<file path="config.mk">
export PLATFORM = sky130hd
export DESIGN_NAME = seg_scan_mux
export DESIGN_NICKNAME = d
export VERILOG_FILES = /design/src/rtl/seg_scan_mux.sv
export SDC_FILE = /design/constraint.sdc
export NUM_CORES = 1
export LEC_CHECK = 0
export BUFFER_PORTS_ARGS = -buffer_cell sky130_fd_sc_hd__buf_2
export CORE_MARGIN = 2
export CORE_UTILIZATION = 49
export DETAILED_ROUTE_END_ITERATION = 6
export HOLD_SLACK_MARGIN = 0.1
export PLACE_DENSITY = 0.81
export REMOVE_ABC_BUFFERS = 1
export SLEW_MARGIN = 20
export SYNTH_ARGS = -nofsm -noshare
export SYNTH_HDL_FRONTEND = slang
export SYNTH_SLANG_ARGS = --single-unit
</file>
<file path="constraint.sdc">
create_clock -name clk_in -period 2.4 [get_ports clk_in]
set_input_delay 0.12 -clock clk_in [delete_from_list [all_inputs] [get_ports clk_in]]
set_output_delay 0.12 -clock clk_in [all_outputs]
set_load 0.01 [all_outputs]
</file>
<file path="src/rtl/seg_scan_mux.sv">
// seg_scan_mux: time-multiplexed 7-segment driver. It scans the latched digit
// bytes onto a shared segment bus, one digit per slot, with a blanking gap at
// the start of every slot. A slow blink phase can blank selected digits.
//
// Slot state is decoded from the prescaler, not held in a separate register:
//   state | meaning
//   BLANK | prescaler < BLANK_CYCLES, all commons off, seg_out = 0
//   DRIVE | remainder of the slot, common[index] on, seg_out = digit byte
module seg_scan_mux #(
  parameter int NUM_DIGITS   = 6,
  parameter int SCAN_DIV     = 1000,
  parameter int BLANK_CYCLES = 2,
  parameter int BLINK_FRAMES = 64,
  parameter int COM_ACT_LOW  = 1
) (
  input  logic                    clk_in,
  input  logic                    rst,
  input  logic [8*NUM_DIGITS-1:0] seg_bus,
  input  logic [NUM_DIGITS-1:0]   blink_mask,
  output logic [7:0]              seg_out,
  output logic [NUM_DIGITS-1:0]   seg_com,
  output logic                    frame_tick
);

  localparam int PW = (SCAN_DIV > 1) ? $clog2(SCAN_DIV) : 1;
  localparam int IW = $clog2(NUM_DIGITS);
  localparam int FW = $clog2(BLINK_FRAMES + 1);

  localparam logic [PW-1:0] PRESC_LAST = PW'(SCAN_DIV - 1);
  localparam logic [IW-1:0] IDX_LAST   = IW'(NUM_DIGITS - 1);
  localparam logic [FW-1:0] FRAME_LAST = FW'(BLINK_FRAMES);
  localparam logic [NUM_DIGITS-1:0] COM_IDLE =
    (COM_ACT_LOW != 0) ? {NUM_DIGITS{1'b1}} : {NUM_DIGITS{1'b0}};

  logic [PW-1:0]           presc;
  logic [IW-1:0]           idx;
  logic [8*NUM_DIGITS-1:0] shadow;
  logic [FW-1:0]           frame_cnt;
  logic                    blink_ph;

  logic                    frame_start;
  logic [8*NUM_DIGITS-1:0] shadow_eff;
  logic                    phase_eff;
  logic                    blanked;
  logic [7:0]              cur_byte;
  logic                    cur_mask;
  logic [NUM_DIGITS-1:0]   com_onehot;
  logic [7:0]              seg_nx;
  logic [NUM_DIGITS-1:0]   com_nx;

  // Decode the slot the current counter position belongs to. At frame start
  // the freshly latched bus and the freshly toggled blink phase are used so the
  // first cycle of a frame already shows new data when there is no blank gap.
  always_comb begin
    frame_start = (presc == '0) && (idx == '0);
    shadow_eff  = frame_start ? seg_bus : shadow;
    phase_eff   = (frame_start && (frame_cnt == FRAME_LAST)) ? ~blink_ph : blink_ph;
    blanked     = int'(presc) < BLANK_CYCLES;
    cur_byte    = 8'h00;
    cur_mask    = 1'b0;
    com_onehot  = '0;
    for (int i = 0; i < NUM_DIGITS; i++) begin
      if (idx == IW'(i)) begin
        cur_byte      = shadow_eff[8*i +: 8];
        cur_mask      = blink_mask[i];
        com_onehot[i] = 1'b1;
      end
    end
    if (blanked) begin
      seg_nx = 8'h00;
      com_nx = COM_IDLE;
    end else begin
      seg_nx = (cur_mask && phase_eff) ? 8'h00 : cur_byte;
      com_nx = (COM_ACT_LOW != 0) ? ~com_onehot : com_onehot;
    end
  end

  // Scan position: prescaler within a slot, digit index across slots.
  always_ff @(posedge clk_in) begin
    if (rst) begin
      presc <= '0;
      idx   <= '0;
    end else if (presc == PRESC_LAST) begin
      presc <= '0;
      idx   <= (idx == IDX_LAST) ? '0 : idx + 1'b1;
    end else begin
      presc <= presc + 1'b1;
    end
  end

  // Frame-coherent snapshot of the segment bytes and the blink timebase.
  always_ff @(posedge clk_in) begin
    if (rst) begin
      shadow    <= '0;
      frame_cnt <= '0;
      blink_ph  <= 1'b0;
    end else if (frame_start) begin
      shadow <= seg_bus;
      if (frame_cnt == FRAME_LAST) begin
        frame_cnt <= FW'(1);
        blink_ph  <= ~blink_ph;
      end else begin
        frame_cnt <= frame_cnt + 1'b1;
      end
    end
  end

  // Registered display outputs for the slot position decoded this cycle.
  always_ff @(posedge clk_in) begin
    if (rst) begin
      seg_out    <= 8'h00;
      seg_com    <= COM_IDLE;
      frame_tick <= 1'b0;
    end else begin
      seg_out    <= seg_nx;
      seg_com    <= com_nx;
      frame_tick <= frame_start;
    end
  end

endmodule
</file>
# Word-level counts from Yosys, hierarchy flattened

Index checks and enable logic that the tools add are counted.

Flip-flop bits (word level): 84
Word-level logic and storage cells: 52
Output and inout port bits: 15

Eq/ne operators: 7
Reduce and logical (&&, ||, !) cells: 9
Mux-type cells: 22
Bitwise operators: 2
Order comparisons: 1
Add/sub/neg operators: 3

Operators with widths:

| operator                                                    | count |
|---|---|
| two-way mux 48 bit                                          | 1 |
| two-way mux 8 bit                                           | 6 |
| two-way mux 1 bit                                           | 13 |
| adder 10 x 1 -> 10 bit, second input constant               | 1 |
| == test 10 bit, second input constant                       | 1 |
| logical NOT 10 bit                                          | 1 |
| less-than comparator 10 x 2 -> 1 bit, second input constant | 1 |
| adder 7 x 1 -> 7 bit, second input constant                 | 1 |
| == test 7 bit, second input constant                        | 1 |
| two-way mux 7 bit                                           | 1 |
| == test 3 x 2 -> 1 bit, second input constant               | 2 |
| == test 3 bit, second input constant                        | 2 |
| inverter 6 bit                                              | 1 |
| OR reduction 2 bit                                          | 2 |
| adder 3 x 1 -> 3 bit, second input constant                 | 1 |
| == test 3 x 1 -> 1 bit, second input constant               | 1 |
| logical AND 1 bit                                           | 3 |
| logical NOT 3 bit                                           | 1 |
| two-way mux 3 bit                                           | 1 |
| OR reduction 3 bit                                          | 1 |
| AND reduction 2 bit                                         | 1 |
| inverter 1 bit                                              | 1 |

# Depth between registers and ports, before layout

Word-level depth: 9
Mapped depth: 9
Mapped depth without buffers: 7

# Worst setup path after synthesis

No wires, ideal clock.

Path type: reg2reg
Start point: register idx[0]
End point: register seg_out[0]
Stages on the path, launching flop included: 10
Library setup time: 0.078 ns
Slack: 0.101 ns
Path buffers: 2
Arrival time: 2.221 ns
Data required time: 2.322 ns
Cells stage by stage: dfxtp_1 > buf_2 > clkbuf_1 > and2_1 > ha_1 > nor3_2 > and3_1 > a2111oi_0 > o31ai_2 > nor3_1

Cells in the longest elaborated chain, start to end: 9

Ends and longest elaborated chain:

| what                                                                       | line   | RTL |
|---|---|---|
| start, declared                                                            | 36     | `logic [IW-1:0] idx;` |
| start signal, assigned                                                     | 85     | `idx <= (idx == IDX_LAST) ? '0 : idx + 1'b1;` |
| logical NOT 3 bit                                                          | 55, 63 |  |
| two-way mux 1 bit / logical AND 1 bit (equally long branches)              | 63, 55 |  |
| two-way mux 1 bit / two-way mux 48 bit (equally long branches)             | --     |  |
| two-way mux 1 bit / two-way mux 8 bit (equally long branches) (4 in a row) | 63     | `if (idx == IW'(i)) begin` |
| logical AND 1 bit / two-way mux 8 bit (equally long branches)              | 73, 63 |  |
| OR reduction 3 bit (no line) / two-way mux 8 bit (equally long branches)   | --     |  |
| end signal, assigned                                                       | 115    | `seg_out <= seg_nx;` |
| end, declared                                                              | 20     | `output logic [7:0] seg_out,` |

Parallel ways exist; a longest one is shown, timed or not.
A chain may end at the register's enable or synchronous reset.

# Worst setup path after layout

Same ends and word-level chain as after synthesis.

==> reports/results.md <==
### STA
- **slew at the pin closest to its max-slew limit** 0.645 ns
- **top achievable clock speed** 439 MHz
- **worst rel slew slack** 56.9%
- **clock period minus worst slack** 2.28 ns
- **Setup violations, final** 0
- **worst setup skew after layout** 0.00812 ns
- **PnR worst setup slack** 0.121 ns
- **final hold vios** 0
- **total count of max-transition violations in the final report** 0
- **final period utilization** 95.0%

### Cells and area
- **fill count** 559
- **area delta synth->final** 30.2%
- **design area** 4740 um^2
- **antenna cell count** 0
- **sequential cell area** 1680 um^2
- **Net count, final** 606
- **share of cells above drive strength 1** 22.0%
- **Multi-input gate area** 1780 um^2

### Floorplan
- **die extent in y** 90.2 um
- **Die X-Extent** 90.2 um
- **Starting Density** 50.4%
- **Core Region** 7210 um^2
- **Die ar.** 8130 um^2
- **top-level port count** 71
- **num rows** 31

### Job
- **maxcap violations** 0

### CTS
- **Skew-Pair Late Insertion Delay** 0.35 ns
- **number of buffers inserted by post-CTS setup repair** 0
- **total clock sinks** 84
- **clock tree from TritonCTS** done
- **buffer type at the clock tree root** clkbuf_8
- **buffer depth of the longest clock path** 2
- **Reg clk slew, reported paths** 0.08 ns
- **level count of the clock H-tree** 3
- **number of buffers created by CTS** 9

### Yosys
- **Syn Area/Cell** 8.38 um^2
- **total standard cell area after synthesis** 3640 um^2
- **synth unique cells** 41
- **total of warnings raised by yosys** 0
- **Seq/Total Area, Yosys** 46.2%
- **flip-flop and latch count after synthesis** 84
- **gate count after technology mapping** 434

### Drt
- **length of the first detailed-routing pass in iterations** 5
- **DR DRC count** 0
- **DRT iter0 DRCs** 278
- **final wirelength** 9920 um
- **per-cell via count in the routed design** 5.49
- **Routed wire per std cell** 15.3 um
- **vias** 3563
- **antenna-violating nets left** 0

### Placement
- **Final GP Congestion** 0.871
- **number of buffer cells added on primary ports** 70
- **placed inst area** 4120 um^2
- **estimated wirelength of the detail-placed design** 6150 um
- **Setup Slack @ Placement** 0.172 ns

### GRT
- **pin count of the biggest net entering global routing** 60
- **via count of the first global-routing pass** 3634
- **global routing met1 resource utilization** 29.9%
- **GRT busiest layer** met2
- **number of antenna violations at the first check in global routing** 0
- **global-route track usage on met2** 42.7%
- **met3 Usage GRT** 4.86%
- **final global-route overflow total** 0
- **global-route wire length before repair** 16600 um
- **overall routing resource usage** 25.1%

### Setup path
- **Max FO, Critical Path** 8
- **launching element of the worst setup path** idx[0]
- **Setup crit end kind** flip-flop
- **logic depth of the worst register-to-register path** 8
- **startpoint type of the worst setup path** flip-flop
- **startpoint of the worst register-to-register path** idx[0]
- **kind of critical path** flip-flop to flip-flop
- **CP Data Required Time** 2.68 ns
- **Data arrival, critical path** 2.56 ns

### Pwr
- **VDD IR max** 331 uV
- **Total Power** 3.18 mW
- **static leakage** 1.94 nW
- **power per cell area** 672 nW/um^2

### Worst hold path
- **worst min path class** primary input to flip-flop
- **Hold Path Stages** 3
- **critical hold path startpoint** seg_bus[27]

### Status
- **status** finished clean

kinds of logic (layout without fill, tap and decap cells):
family | after synthesis | in the layout | synth area share, %
flops | 84 | 84 | 46.2
simple gates | 191 | 191 | 25.2
compound gates | 88 | 88 | 14.8
fa+ha+maj | 5 | 5 | 1.72
xor+xnor | 15 | 15 | 3.61
mux | 12 | 12 | 3.58
buf+inv | 39 | 155 | 4.92
sequential cells by signal, indices dropped and copies added, names as in the netlist:
register,flops
seg_com,6
frame_cnt,7
frame_tick,1
seg_out,8
presc,10
shadow,48
idx,3
blink_ph,1
power by group:
group	total, mW	internal (mW)	switching (mW)
logic	0.546	0.256	0.290
clock network	1.10	0.610	0.486
registers	1.54	1.49	0.0507
total	3.18	2.36	0.826
layer usage:
metal / wire, um / vias up / share of wire (%)
met5: 0 / - / 0
met3: 642 / 25 / 6.5
li1: - / 1718 / -
met1: 4140 / 1656 / 42
met2: 4850 / 164 / 49
met4: 291 / 0 / 2.9
worst paths after layout:
path	endpoint	slack (ns)
setup / recovery	seg_out[0]	0.12
hold / removal	shadow[27]	0.13
setup reg to reg	seg_out[0]	0.12
hold reg to reg	shadow[20]	0.45
cell usage after synthesis, drive strengths merged:
cell type | n | area, um^2
nor4 | 14 | 130
dfxtp | 84 | 1680
or4 | 2 | 15.0
and2 | 1 | 6.26
a22o | 1 | 8.76
xor2 | 3 | 26.3
mux2i | 4 | 40.0
nor2 | 33 | 124
nand3 | 9 | 45.0
o31ai | 9 | 72.6
nor2b | 12 | 75.1
and3 | 4 | 25.0
buf | 15 | 87.6
or2 | 2 | 12.5
nand4 | 4 | 40.0
a311oi | 8 | 70.1
xnor2 | 12 | 105
a31oi | 1 | 6.26
o21ai | 17 | 85.1
nand2 | 95 | 357
nand2b | 1 | 6.26
nand3b | 1 | 7.51
mux2 | 8 | 90.1
ha | 5 | 62.6
a221oi | 8 | 70.1
a21oi | 43 | 215
inv | 9 | 33.8
clkbuf | 15 | 57.6
and4 | 1 | 8.76
a2111oi | 1 | 8.76
nor3 | 12 | 65.1
layout by cell type, fill, tap and decap left out, types with 9 or more instances in the layout:
| master | Yosys | routed |
|---|---|---|
| dlygate4sd3_1 | 0 | 40 |
| nor2_1 | 33 | 33 |
| clkbuf_8 | 0 | 10 |
| o21ai_0 | 17 | 17 |
| nor4_1 | 10 | 10 |
| buf_2 | 7 | 70 |
| a21oi_1 | 43 | 43 |
| nor3_1 | 11 | 11 |
| nand2_1 | 95 | 95 |
| xnor2_1 | 12 | 12 |
| inv_1 | 9 | 9 |
| nand3_1 | 9 | 9 |
| buf_4 | 4 | 20 |
| nor2b_1 | 12 | 12 |
| dfxtp_1 | 84 | 84 |
stage by stage:
| stage | setup TNS [ns] | util [%] | cells | hold slack (ns) |
|---|---|---|---|---|
| floorplan | -0.00711 | - | 404 | 0.189 |
| global placement | 0 | 57.1 | 593 | 0.363 |
| detailed placement | 0 | 57.1 | 593 | 0.372 |
| CTS | 0 | 65.6 | 649 | 0.122 |
| global route | -0.367 | 65.6 | 649 | 0.146 |
| finish | 0 | 65.6 | 649 | 0.135 |
critical path, cell delays in order, from the launching register on:
cell and delay [ns]:
dfxtp_1 0.50, and2_1 0.19, ha_1 0.29, nor3_2 0.07, and3_1 0.19, a2111oi_1 0.44, o31ai_2 0.15, buf_4 0.19
nor3_1 0.18
area by class of cell:
type	instances	share of cell area, %
well taps	99	2.62
multi-input cells	311	37.6
clock inverters	5	1.59
inverters	9	0.713
repair buffers	130	19.0
clock buffers	11	2.99
flip-flops and latches	84	35.5
what timing repair did:
action	CTS	global route
hold endpoints to repair	40	0
endpoints found under the setup margin	0	8
hold buffers	40	0
resized for setup	0	1
Note: power is estimated with default switching activity, not from simulation.
